$ cat src/rtl/uart_transceiver_pkg.sv
// uart_transceiver_pkg: shared frame type, FSM state types and parity helper
package uart_transceiver_pkg;
  localparam int DATA_WIDTH = 8;
  localparam int PRESCALE_W = 6;
  localparam logic PAR_EVEN = 1'b0;
  localparam logic PAR_ODD = 1'b1;
  typedef logic [DATA_WIDTH-1:0] dataframe_t;
  typedef enum logic [2:0] {TX_IDLE, TX_START, TX_DATA, TX_PARITY, TX_STOP} tx_state_t;
  typedef enum logic [2:0] {RX_IDLE, RX_START, RX_DATA, RX_PARITY, RX_STOP} rx_state_t;
  function automatic logic parity_bit(input dataframe_t d, input logic typ);
    return (^d) ^ (typ == PAR_ODD);
  endfunction
endpackage

$ cat src/rtl/uart_transceiver_if.sv
// uart_transceiver_if: system-side and serial-pin signals of the UART
interface uart_transceiver_if;
  import uart_transceiver_pkg::*;
  dataframe_t TX_P_DATA;
  logic TX_DATA_VALID;
  logic PAR_EN;
  logic PAR_TYP;
  logic [PRESCALE_W-1:0] prescale;
  logic RX_IN;
  logic TX_OUT;
  logic Busy;
  dataframe_t RX_P_DATA;
  logic RX_DATA_VALID;
  logic PARITY_ERROR;
  logic FRAME_ERROR;
  modport master(output TX_P_DATA, TX_DATA_VALID, PAR_EN, PAR_TYP, prescale, RX_IN,
                 input TX_OUT, Busy, RX_P_DATA, RX_DATA_VALID, PARITY_ERROR, FRAME_ERROR);
  modport slave(input TX_P_DATA, TX_DATA_VALID, PAR_EN, PAR_TYP, prescale, RX_IN,
                output TX_OUT, Busy, RX_P_DATA, RX_DATA_VALID, PARITY_ERROR, FRAME_ERROR);
endinterface

$ cat src/rtl/uart_rx_core.sv
// uart_rx_core: synchronises, oversamples and checks incoming serial frames
module uart_rx_core import uart_transceiver_pkg::*; (
  input  logic                  clk,
  input  logic                  rst,
  input  logic                  rx_in,
  input  logic                  par_en,
  input  logic                  par_typ,
  input  logic [PRESCALE_W-1:0] prescale,
  output dataframe_t            rx_data,
  output logic                  rx_valid,
  output logic                  par_err,
  output logic                  frm_err
);
  rx_state_t state_q, state_d;
  logic [2:0] sync_q, sync_d, bit_q, bit_d;
  logic [PRESCALE_W-1:0] cnt_q, cnt_d, half;
  logic [1:0] smp_q, smp_d;
  dataframe_t shift_q, shift_d, data_q, data_d;
  logic par_en_q, par_en_d, par_typ_q, par_typ_d, par_q, par_d;
  logic valid_q, valid_d, perr_q, perr_d, ferr_q, ferr_d;
  logic rx, fall, bit_end, vote, maj;
  always_comb begin
    sync_d = {sync_q[1:0], rx_in};
    rx = sync_q[1];
    fall = sync_q[2] & ~sync_q[1];
    half = prescale >> 1;
    bit_end = cnt_q == prescale - PRESCALE_W'(1);
    vote = cnt_q == half + PRESCALE_W'(1);
    maj = (smp_q[0] & smp_q[1]) | (rx & (smp_q[0] | smp_q[1]));
    smp_d = {cnt_q == half ? rx : smp_q[1], cnt_q == half - PRESCALE_W'(1) ? rx : smp_q[0]};
    state_d = state_q;
    bit_d = bit_q;
    shift_d = shift_q;
    data_d = data_q;
    par_en_d = par_en_q;
    par_typ_d = par_typ_q;
    par_d = par_q;
    valid_d = 1'b0;
    perr_d = 1'b0;
    ferr_d = 1'b0;
    case (state_q)
      RX_IDLE: if (fall) begin
        state_d = RX_START;
        par_en_d = par_en;
        par_typ_d = par_typ;
      end
      RX_START: begin
        if (vote && maj) state_d = RX_IDLE;
        else if (bit_end) begin
          state_d = RX_DATA;
          bit_d = '0;
        end
      end
      RX_DATA: begin
        if (vote) shift_d = {maj, shift_q[7:1]};
        if (bit_end) begin
          bit_d = bit_q + 3'd1;
          if (bit_q == 3'd7) state_d = par_en_q ? RX_PARITY : RX_STOP;
        end
      end
      RX_PARITY: begin
        if (vote) par_d = maj;
        if (bit_end) state_d = RX_STOP;
      end
      RX_STOP: if (vote) begin
        state_d = RX_IDLE;
        ferr_d = ~maj;
        perr_d = maj & par_en_q & (par_q != parity_bit(shift_q, par_typ_q));
        valid_d = maj & ~perr_d;
        data_d = valid_d ? shift_q : data_q;
      end
      default: state_d = RX_IDLE;
    endcase
    // the falling-edge cycle is count 0 of the start bit
    cnt_d = state_q == RX_IDLE ? PRESCALE_W'(fall) :
            (state_d == RX_IDLE || bit_end) ? '0 : cnt_q + PRESCALE_W'(1);
  end
  always_ff @(posedge clk) begin
    if (rst) begin
      state_q <= RX_IDLE;
      sync_q <= '1;
      bit_q <= '0;
      cnt_q <= '0;
      smp_q <= '0;
      shift_q <= '0;
      data_q <= '0;
      par_en_q <= 1'b0;
      par_typ_q <= 1'b0;
      par_q <= 1'b0;
      valid_q <= 1'b0;
      perr_q <= 1'b0;
      ferr_q <= 1'b0;
    end else begin
      state_q <= state_d;
      sync_q <= sync_d;
      bit_q <= bit_d;
      cnt_q <= cnt_d;
      smp_q <= smp_d;
      shift_q <= shift_d;
      data_q <= data_d;
      par_en_q <= par_en_d;
      par_typ_q <= par_typ_d;
      par_q <= par_d;
      valid_q <= valid_d;
      perr_q <= perr_d;
      ferr_q <= ferr_d;
    end
  end
  assign rx_data = data_q;
  assign rx_valid = valid_q;
  assign par_err = perr_q;
  assign frm_err = ferr_q;
endmodule

$ cat src/rtl/uart_tx_core.sv
// uart_tx_core: serialises one byte per request with optional parity
module uart_tx_core import uart_transceiver_pkg::*; (
  input  logic                  clk,
  input  logic                  rst,
  input  dataframe_t            data,
  input  logic                  valid,
  input  logic                  par_en,
  input  logic                  par_typ,
  input  logic [PRESCALE_W-1:0] prescale,
  output logic                  tx_out,
  output logic                  busy
);
  tx_state_t state_q, state_d;
  logic [PRESCALE_W-1:0] cnt_q, cnt_d;
  logic [2:0] bit_q, bit_d;
  dataframe_t shift_q, shift_d;
  logic par_en_q, par_en_d, par_q, par_d, tx_out_q, tx_out_d, bit_end;
  always_comb begin
    bit_end = cnt_q == prescale - PRESCALE_W'(1);
    state_d = state_q;
    bit_d = bit_q;
    shift_d = shift_q;
    par_en_d = par_en_q;
    par_d = par_q;
    case (state_q)
      TX_IDLE: if (valid) begin
        state_d = TX_START;
        shift_d = data;
        par_en_d = par_en;
        par_d = parity_bit(data, par_typ);
      end
      TX_START: if (bit_end) begin
        state_d = TX_DATA;
        bit_d = '0;
      end
      TX_DATA: if (bit_end) begin
        shift_d = shift_q >> 1;
        bit_d = bit_q + 3'd1;
        if (bit_q == 3'd7) state_d = par_en_q ? TX_PARITY : TX_STOP;
      end
      TX_PARITY: if (bit_end) state_d = TX_STOP;
      TX_STOP: if (bit_end) state_d = TX_IDLE;
      default: state_d = TX_IDLE;
    endcase
    cnt_d = (state_q == TX_IDLE || bit_end) ? '0 : cnt_q + PRESCALE_W'(1);
    // registered line value is derived from the state being entered
    tx_out_d = state_d == TX_START  ? 1'b0 :
               state_d == TX_DATA   ? shift_d[0] :
               state_d == TX_PARITY ? par_d : 1'b1;
  end
  always_ff @(posedge clk) begin
    if (rst) begin
      state_q <= TX_IDLE;
      cnt_q <= '0;
      bit_q <= '0;
      shift_q <= '0;
      par_en_q <= 1'b0;
      par_q <= 1'b0;
      tx_out_q <= 1'b1;
    end else begin
      state_q <= state_d;
      cnt_q <= cnt_d;
      bit_q <= bit_d;
      shift_q <= shift_d;
      par_en_q <= par_en_d;
      par_q <= par_d;
      tx_out_q <= tx_out_d;
    end
  end
  assign tx_out = tx_out_q;
  assign busy = state_q != TX_IDLE;
endmodule

$ cat src/rtl/uart_transceiver.sv
// uart_transceiver: full-duplex UART wiring the transmit and receive cores
module uart_transceiver (
  input logic                CLK,
  input logic                RST,
  uart_transceiver_if.slave  bus
);
  uart_tx_core u_tx (
    .clk(CLK), .rst(RST), .data(bus.TX_P_DATA), .valid(bus.TX_DATA_VALID),
    .par_en(bus.PAR_EN), .par_typ(bus.PAR_TYP), .prescale(bus.prescale),
    .tx_out(bus.TX_OUT), .busy(bus.Busy)
  );
  uart_rx_core u_rx (
    .clk(CLK), .rst(RST), .rx_in(bus.RX_IN), .par_en(bus.PAR_EN), .par_typ(bus.PAR_TYP),
    .prescale(bus.prescale), .rx_data(bus.RX_P_DATA), .rx_valid(bus.RX_DATA_VALID),
    .par_err(bus.PARITY_ERROR), .frm_err(bus.FRAME_ERROR)
  );
endmodule

$ cat src/flat_wrapper.sv
// flat-port wrapper written by rule: the top's interface ports become plain ports
module uart_transceiver_flat 
  (CLK, RST, bus_TX_P_DATA, bus_TX_DATA_VALID, bus_PAR_EN, bus_PAR_TYP, bus_prescale, bus_RX_IN, bus_TX_OUT, bus_Busy, bus_RX_P_DATA, bus_RX_DATA_VALID, bus_PARITY_ERROR, bus_FRAME_ERROR);
  uart_transceiver_if bus_i ();
  input logic CLK;
  input logic RST;
  input wire logic [$bits(bus_i.TX_P_DATA)-1:0] bus_TX_P_DATA;
  input wire logic [$bits(bus_i.TX_DATA_VALID)-1:0] bus_TX_DATA_VALID;
  input wire logic [$bits(bus_i.PAR_EN)-1:0] bus_PAR_EN;
  input wire logic [$bits(bus_i.PAR_TYP)-1:0] bus_PAR_TYP;
  input wire logic [$bits(bus_i.prescale)-1:0] bus_prescale;
  input wire logic [$bits(bus_i.RX_IN)-1:0] bus_RX_IN;
  output wire logic [$bits(bus_i.TX_OUT)-1:0] bus_TX_OUT;
  output wire logic [$bits(bus_i.Busy)-1:0] bus_Busy;
  output wire logic [$bits(bus_i.RX_P_DATA)-1:0] bus_RX_P_DATA;
  output wire logic [$bits(bus_i.RX_DATA_VALID)-1:0] bus_RX_DATA_VALID;
  output wire logic [$bits(bus_i.PARITY_ERROR)-1:0] bus_PARITY_ERROR;
  output wire logic [$bits(bus_i.FRAME_ERROR)-1:0] bus_FRAME_ERROR;
  assign bus_i.TX_P_DATA = bus_TX_P_DATA;
  assign bus_i.TX_DATA_VALID = bus_TX_DATA_VALID;
  assign bus_i.PAR_EN = bus_PAR_EN;
  assign bus_i.PAR_TYP = bus_PAR_TYP;
  assign bus_i.prescale = bus_prescale;
  assign bus_i.RX_IN = bus_RX_IN;
  assign bus_TX_OUT = bus_i.TX_OUT;
  assign bus_Busy = bus_i.Busy;
  assign bus_RX_P_DATA = bus_i.RX_P_DATA;
  assign bus_RX_DATA_VALID = bus_i.RX_DATA_VALID;
  assign bus_PARITY_ERROR = bus_i.PARITY_ERROR;
  assign bus_FRAME_ERROR = bus_i.FRAME_ERROR;
  uart_transceiver u_core (.CLK(CLK), .RST(RST), .bus(bus_i));
endmodule
$ cat config.mk
export PLATFORM = sky130hd
export DESIGN_NAME = uart_transceiver_flat
export DESIGN_NICKNAME = d
export VERILOG_FILES = /design/src/rtl/uart_transceiver_pkg.sv /design/src/rtl/uart_transceiver_if.sv /design/src/rtl/uart_rx_core.sv /design/src/rtl/uart_tx_core.sv /design/src/rtl/uart_transceiver.sv /design/src/flat_wrapper.sv
export SDC_FILE = /design/constraint.sdc
export NUM_CORES = 1
export LEC_CHECK = 0
export BUFFER_PORTS_ARGS = -buffer_cell sky130_fd_sc_hd__clkbuf_2
export CAP_MARGIN = 20
export CORE_AREA = 5 5 99 101
export CTS_BUF_LIST = sky130_fd_sc_hd__clkbuf_16
export DETAILED_ROUTE_END_ITERATION = 16
export DIE_AREA = 0 0 104 106
export HOLD_SLACK_MARGIN = 0.15
export PLACE_DENSITY = 0.56
export SETUP_SLACK_MARGIN = 0.5
export SLEW_MARGIN = 15
export SYNTH_ARGS = -nofsm -noshare
export SYNTH_HDL_FRONTEND = slang
export SYNTH_SLANG_ARGS = --single-unit
export TNS_END_PERCENT = 10
$ cat constraint.sdc
create_clock -name CLK -period 4.05 [get_ports CLK]
set_input_delay 0 -clock CLK [delete_from_list [all_inputs] [get_ports CLK]]
set_output_delay 0 -clock CLK [all_outputs]
set_load 0.01 [all_outputs]
# Word level (Yosys, flattened, before mapping)
# Index checks and enable logic that the tools add are counted.
# classes
addsub,7
multipliers,0
div_mod_pow,0
order_cmp,0
n_eq_ne,25
shifts,0
n_mux,34
n_bitwise,15
reduce_logical,23
# op_table
cell,n
two-way mux 3 bit,20
one-hot mux 3 bit (5 select lines),2
equality test 6 bit,4
"equality test 3 x 2 -> 1 bit, second input constant",6
two-way mux 8 bit,2
one-hot mux 8 bit (2 select lines),1
XOR reduction 8 bit,2
"adder 6 x 1 -> 6 bit, second input constant",2
"equality test 3 bit, second input constant",4
"!= test 2 bit, second input constant",6
one-hot mux 3 bit (2 select lines),2
"equality test 3 x 1 -> 1 bit, second input constant",3
zero test 3 bit,3
AND reduction 3 bit,3
AND reduction 2 bit,4
two-way mux 1 bit,7
"adder 3 x 1 -> 3 bit, second input constant",2
"adder 5 x 1 -> 6 bit, second input constant",1
AND 1 bit,6
equality test 6 x 5 -> 1 bit,1
nonzero test 2 bit,3
OR reduction 3 bit,2
"subtractor 5 x 1 -> 6 bit, second input constant",1
"subtractor 6 x 1 -> 6 bit, second input constant",1
9 further kinds,16
# word_totals
ff_bits,62
latchBits,0
ramBits,0
rom_bits,0
out_inout_bits,13
elab_cells,127
n_memories,0

# Longest topological paths before layout
# depth
depth_word,10
ltp_mapped,11
mapped_depth_nobuf,9

# Hierarchy
# A second synthesis with hierarchy kept.
# hier_totals
hier_cells,399
hier_area_um2,3602.2
# by_module_without_submodules
mod,n_inst,cells_each,area_each_um2,seq_area_each_um2
uart_rx_core,1,247,2313.5,780.7
uart_tx_core,1,152,1288.7,460.4

# Worst setup path after synthesis
# No wires, ideal clock.
# synth_timing
kind,input to register
startpoint,input port bus_prescale[2]
endpoint,register u_core.u_rx.cnt_q[1]
setup_time_ps,132
arrival_ps,2536
setup_slack_ps,1382
cell_stages,10
n_path_buf,1
cell_sequence,clkbuf_1 inv_1 ha_1 a21boi_1 a311o_1 or4_1 nor3_1 a21oi_1 nor3_2 nor4b_2
# synth_between
elab_chain_cells,8
word_cells_on_any_way,14
# synth_rtl
item,line_no,text
start: declaration,flat_wrapper.sv:11,input wire logic [$bits(bus_i.prescale)-1:0] bus_prescale;
subtractor 6 x 1 -> 6 bit / adder 5 x 1 -> 6 bit (equally long branches),"uart_rx_core.sv:27, uart_rx_core.sv:28",
equality test 6 bit (on tied branches),"uart_rx_core.sv:27, uart_rx_core.sv:28",
two-way mux 3 bit / logical AND 1 bit (equally long branches),"uart_rx_core.sv:49, uart_rx_core.sv:48",
two-way mux 3 bit,uart_rx_core.sv:48,if (vote && maj) state_d = RX_IDLE;
one-hot mux 3 bit (5 select lines),uart_rx_core.sv:41,case (state_q)
zero test 3 bit,uart_rx_core.sv:76,(state_d == RX_IDLE || bit_end) ? '0 : cnt_q + PRESCALE_W'(1);
logical OR 1 bit (*),uart_rx_core.sv:76,
OR reduction 3 bit (no line) (*),-,
end signal: assignment,uart_rx_core.sv:97,cnt_q <= cnt_d;
end: declaration,uart_rx_core.sv:16,"logic [PRESCALE_W-1:0] cnt_q, cnt_d, half;"
# Every way passes the cells marked *; elsewhere a longest branch is shown, timed or not.
# A chain may end at the register's enable or synchronous reset.

# Final worst setup path
# layout_timing
startpoint,register u_core.u_rx.cnt_q[2]
endpoint,register u_core.u_rx.cnt_q[1]
# layout_between
elab_chain_cells,7
word_cells_on_any_way,12
# layout_rtl
item,line_no
equality test 6 bit (on tied branches),"uart_rx_core.sv:27, uart_rx_core.sv:28"
two-way mux 3 bit / logical AND 1 bit (equally long branches),"uart_rx_core.sv:49, uart_rx_core.sv:48"
two-way mux 3 bit,uart_rx_core.sv:48
one-hot mux 3 bit (5 select lines),uart_rx_core.sv:41
zero test 3 bit,uart_rx_core.sv:76
logical OR 1 bit (*),uart_rx_core.sv:76
OR reduction 3 bit (no line) (*),-
# Marked as above.

==> metrics.md <==
| Metric | Value |
|---|---|
| Pin count of the biggest net entering global routing | `56` |
| Htree depth | `3` |
| Final Cycle Share | `between 60% and 70%` |
| DPL Wire Length | `just over 5 mm` |
| Ys async rst share | `0%` |
| Syn Area/Cell | `between 8 and 9 um^2` |
| GRT Max-Usage Layer | `met2` |
| Post-synthesis sequential area ratio | `~37%` |
| Area leader, netlist | `dfxtp_1` |
| Main combinational cell family by area after synthesis | `simple AND/OR/NAND/NOR gates` |
| Top post-synthesis cells by area | `dfxtp_1 37%, xnor2_1 7.7%, mux2i_1 7.4%, nor2_1 6.6%, ha_1 3.7%` |
| Port buffer count | `32` |
| Layout area overhead | `18.49%` |
| Residual DRC | `0` |
| Total Die Area | `around 11,000 um^2` |
| Most frequent cells in the layout | `62 x dfxtp_1, 60 x nor2_1, 32 x clkbuf_2` |
| Fillers | `between 800 and 900` |
| Post-Synth Adder-Cell Area | `3.978%` |
| Setup Viol. Count Final | `0` |
| # rows | `35` |
| Die Span X | `104 um` |
| Overflow after GRT | `0` |
| Syn Nets | `approximately 410` |
| Initial DRC Count | `roughly 110` |
| Synth Area in XOR/XNOR | `14.66%` |
| Synthesized cell area | `~3400 um^2` |
| Post-synth top area share | `between 30 and 40%` |
| Pre-antenna DRT Iters | `4` |
| Met2 usage | `21.27%` |
| Final WL | `7.191 mm` |
| Crit path from | `u_core.u_rx.cnt_q[2]` |
| GRT Util Overall | `approximately 13%` |
| Final worst setup slack | `between 1 and 1.5 ns` |
| Chip Height | `106 um` |
| Final Hold Vio Count | `0` |
| Reg-to-reg slack, setup | `between 1 and 1.5 ns` |
| Critical Path AT | `roughly 3 ns` |
| Most used DFF post-synth | `dfxtp_1` |
| Synth Area in Compound Gates | `approximately an eighth` |
| Startpoint class of the critical path | `register` |
| Vias in the first global route | `2,734` |
| Layout Nets | `approximately 450` |
| Core Box Area | `8934 um^2` |
| Unrepaired setup endpoints after global routing | `no` |
| Max Fclk | `approximately 370 MHz` |
| Worst vdd ir | `0.1999 mV` |
| Cell area after layout | `~4000 um^2` |
| Leading cell type in the layout, fill and taps excluded | `dfxtp_1` |
| Post-Synth Simple-Gate Area | `20.85%` |
| Yosys Warn Count | `0` |
| CTS Sinks | `62` |
| TritonCTS clock tree | `yes` |
| Drt wl/cell | `13.54 um` |
| CP Capture Type | `register` |
| Placer Congestion | `0.8266` |
| Initial antenna violation count | `0` |
| Clock transition at the registers of the reported paths | `around 0.050 ns` |
| Num CTS Buffers | `9` |
| Setup TNS | `0 ns` |
| Crit path required time | `~4.2 ns` |
| Mux contribution to synthesized area | `7.698%` |
| Antenna-violating nets left | `0` |
| Post-synth EDFFs | `0` |
| Met1 Track Usage GR | `between 10% and 20%` |
| Layout cell share with drive strength beyond 1 | `15.71%` |
| I/O pins | `33` |
| Outcome | `finished, final reports clean` |
| Hold Path End | `u_core.u_tx.par_en_q` |
| Clk_lat worst skew | `0.32 ns` |
| Flops & latches, synth | `62` |
| Met3 Resource Use GR | `approximately 4.3%` |
| First-pass GRT wire length | `12.45 mm` |
| Placed cell areas | `about 3600 um^2` |
| Skew final | `between 0.003 and 0.004 ns` |
| Clock Path Buffers | `2` |
| Via count | `about 2,700` |
| Initial core utilization | `between 30% and 40%` |
| Hold Slack | `between 0.2 and 0.25 ns` |
| Synth Instances | `between 300 and 400` |
| Lkg Pwr | `between 0.0015 and 0.002 uW` |
| Final Critical Period | `2.738 ns` |
| Final Slew Violations | `0` |
| Worst r2r src | `u_core.u_rx.cnt_q[2]` |
| Antenna Cells | `0` |
| CP Class | `reg2reg` |
| Setup WS pre-CTS | `1.117 ns` |
| Worst hold path class | `in2reg` |
| Hold path start | `RST` |
| Total of max-cap violations | `0` |
| Root Driver | `clkbuf_16` |
| Distinct cells, synth | `57` |
| Vias per cell | `between 5 and 6` |
| R2R depth | `7` |
| P per Cell Area | `363.6 nW/um^2` |
| Area used by multi-input combinational logic | `2031 um^2` |
| Crit path max fanout | `12` |
| Reg2Reg Capture Point | `u_core.u_rx.cnt_q[1]` |
| Register area | `~1200 um^2` |
| Worst Tran Pin Value | `around 0.71 ns` |
| Hold depth | `3` |
| Max_slew headroom | `around 52%` |
## per-stage QoR
| stage | utilization, % | instances | power, uW |
|---|---|---|---|
| 6_report | 45.06 | 531 | 1463 |
| 5_1_grt | 45.06 | 531 | 1536 |
| 4_1_cts | 45.06 | 531 | 1483 |
| 3_5_place_dp | 40.81 | 503 | 808.9 |
| 3_3_place_gp | 40.81 | 503 | 807.2 |
| 2_1_floorplan | - | 379 | 768.5 |
## power by group
group / switching [uW] / internal, uW
registers: 12.0 / 625
logic: 90.4 / 78.9
clock network: 255 / 403
## per-layer routing
metal	wire length (um)	vias up
met4	113	0
met3	267	10
met2	3218	39
met1	3592	1265
li1	-	1412
met5	0	-
## how the worst max path moves through the flow
stage / depth (start not counted) / slack, ns / to
4_1_cts: 7 / 1.31 / u_core.u_rx.cnt_q[3]
3_5_place_dp: 10 / 1.12 / u_core.u_rx.cnt_q[2]
3_3_place_gp: 10 / 1.26 / u_core.u_rx.cnt_q[1]
5_1_grt: 7 / 1.05 / u_core.u_rx.cnt_q[1]
2_1_floorplan: 10 / 1.38 / u_core.u_rx.cnt_q[1]
6_report: 7 / 1.31 / u_core.u_rx.cnt_q[1]
## cell families after synthesis
family | after synthesis
compound gates | 56
fa+ha+maj | 11
flops | 62
xor+xnor | 49
mux | 26
simple gates | 141
buf+inv | 34
## layout make-up
type	count	share of cell area, %
multi-input combinational	283	50.45
clock inverter	7	0.8393
sequential	62	30.84
timing repair buffer	49	7.896
tap	111	3.450
clock buffer	9	5.595
inverter	10	0.9325
## what timing repair did
item | in CTS | in global routing
setup buffers | 0 | 0
hold buffers | 12 | 0
endpoints found under the hold margin | 14 | 0
resized for setup | 0 | 0
## critical path: stages (launching register included)
cell	delay, ns
dfxtp_1	0.60
o21ba_2	0.23
a22oi_1	0.18
o211ai_1	0.28
o311ai_0	0.67
a22oi_2	0.17
nor3_2	0.37
nor4b_2	0.09
## synth_stat cells, types with 6 or more instances
master    instances
xor2_1           14
ha_1             10
dfxtp_1          62
mux2i_1          25
inv_1            10
xnor2_1          30
a22oi_1          11
nand3_1          12
nor4_1            6
nor2_1           60
nand2_1          18
clkbuf_1         18
a21oi_1          11
nor3_1           10
## registers in the layout, summed over array words and instances (netlist names)
register and cells:
u_core.u_rx.rx_data 8, u_core.u_rx.shift_q 8, u_core.u_tx.shift_q 8, u_core.u_rx.cnt_q 6
u_core.u_tx.cnt_q 6, u_core.u_rx.bit_q 3, u_core.u_rx.state_q 3, u_core.u_rx.sync_q 3
u_core.u_tx.bit_q 3, u_core.u_tx.state_q 3, u_core.u_rx.smp_q 2, u_core.u_rx.frm_err 1
u_core.u_rx.par_en_q 1, u_core.u_rx.par_err 1, u_core.u_rx.par_q 1, u_core.u_rx.par_typ_q 1
u_core.u_rx.rx_valid 1, u_core.u_tx.par_en_q 1, u_core.u_tx.par_q 1, u_core.u_tx.tx_out 1
(Power assumes the default switching activity.)
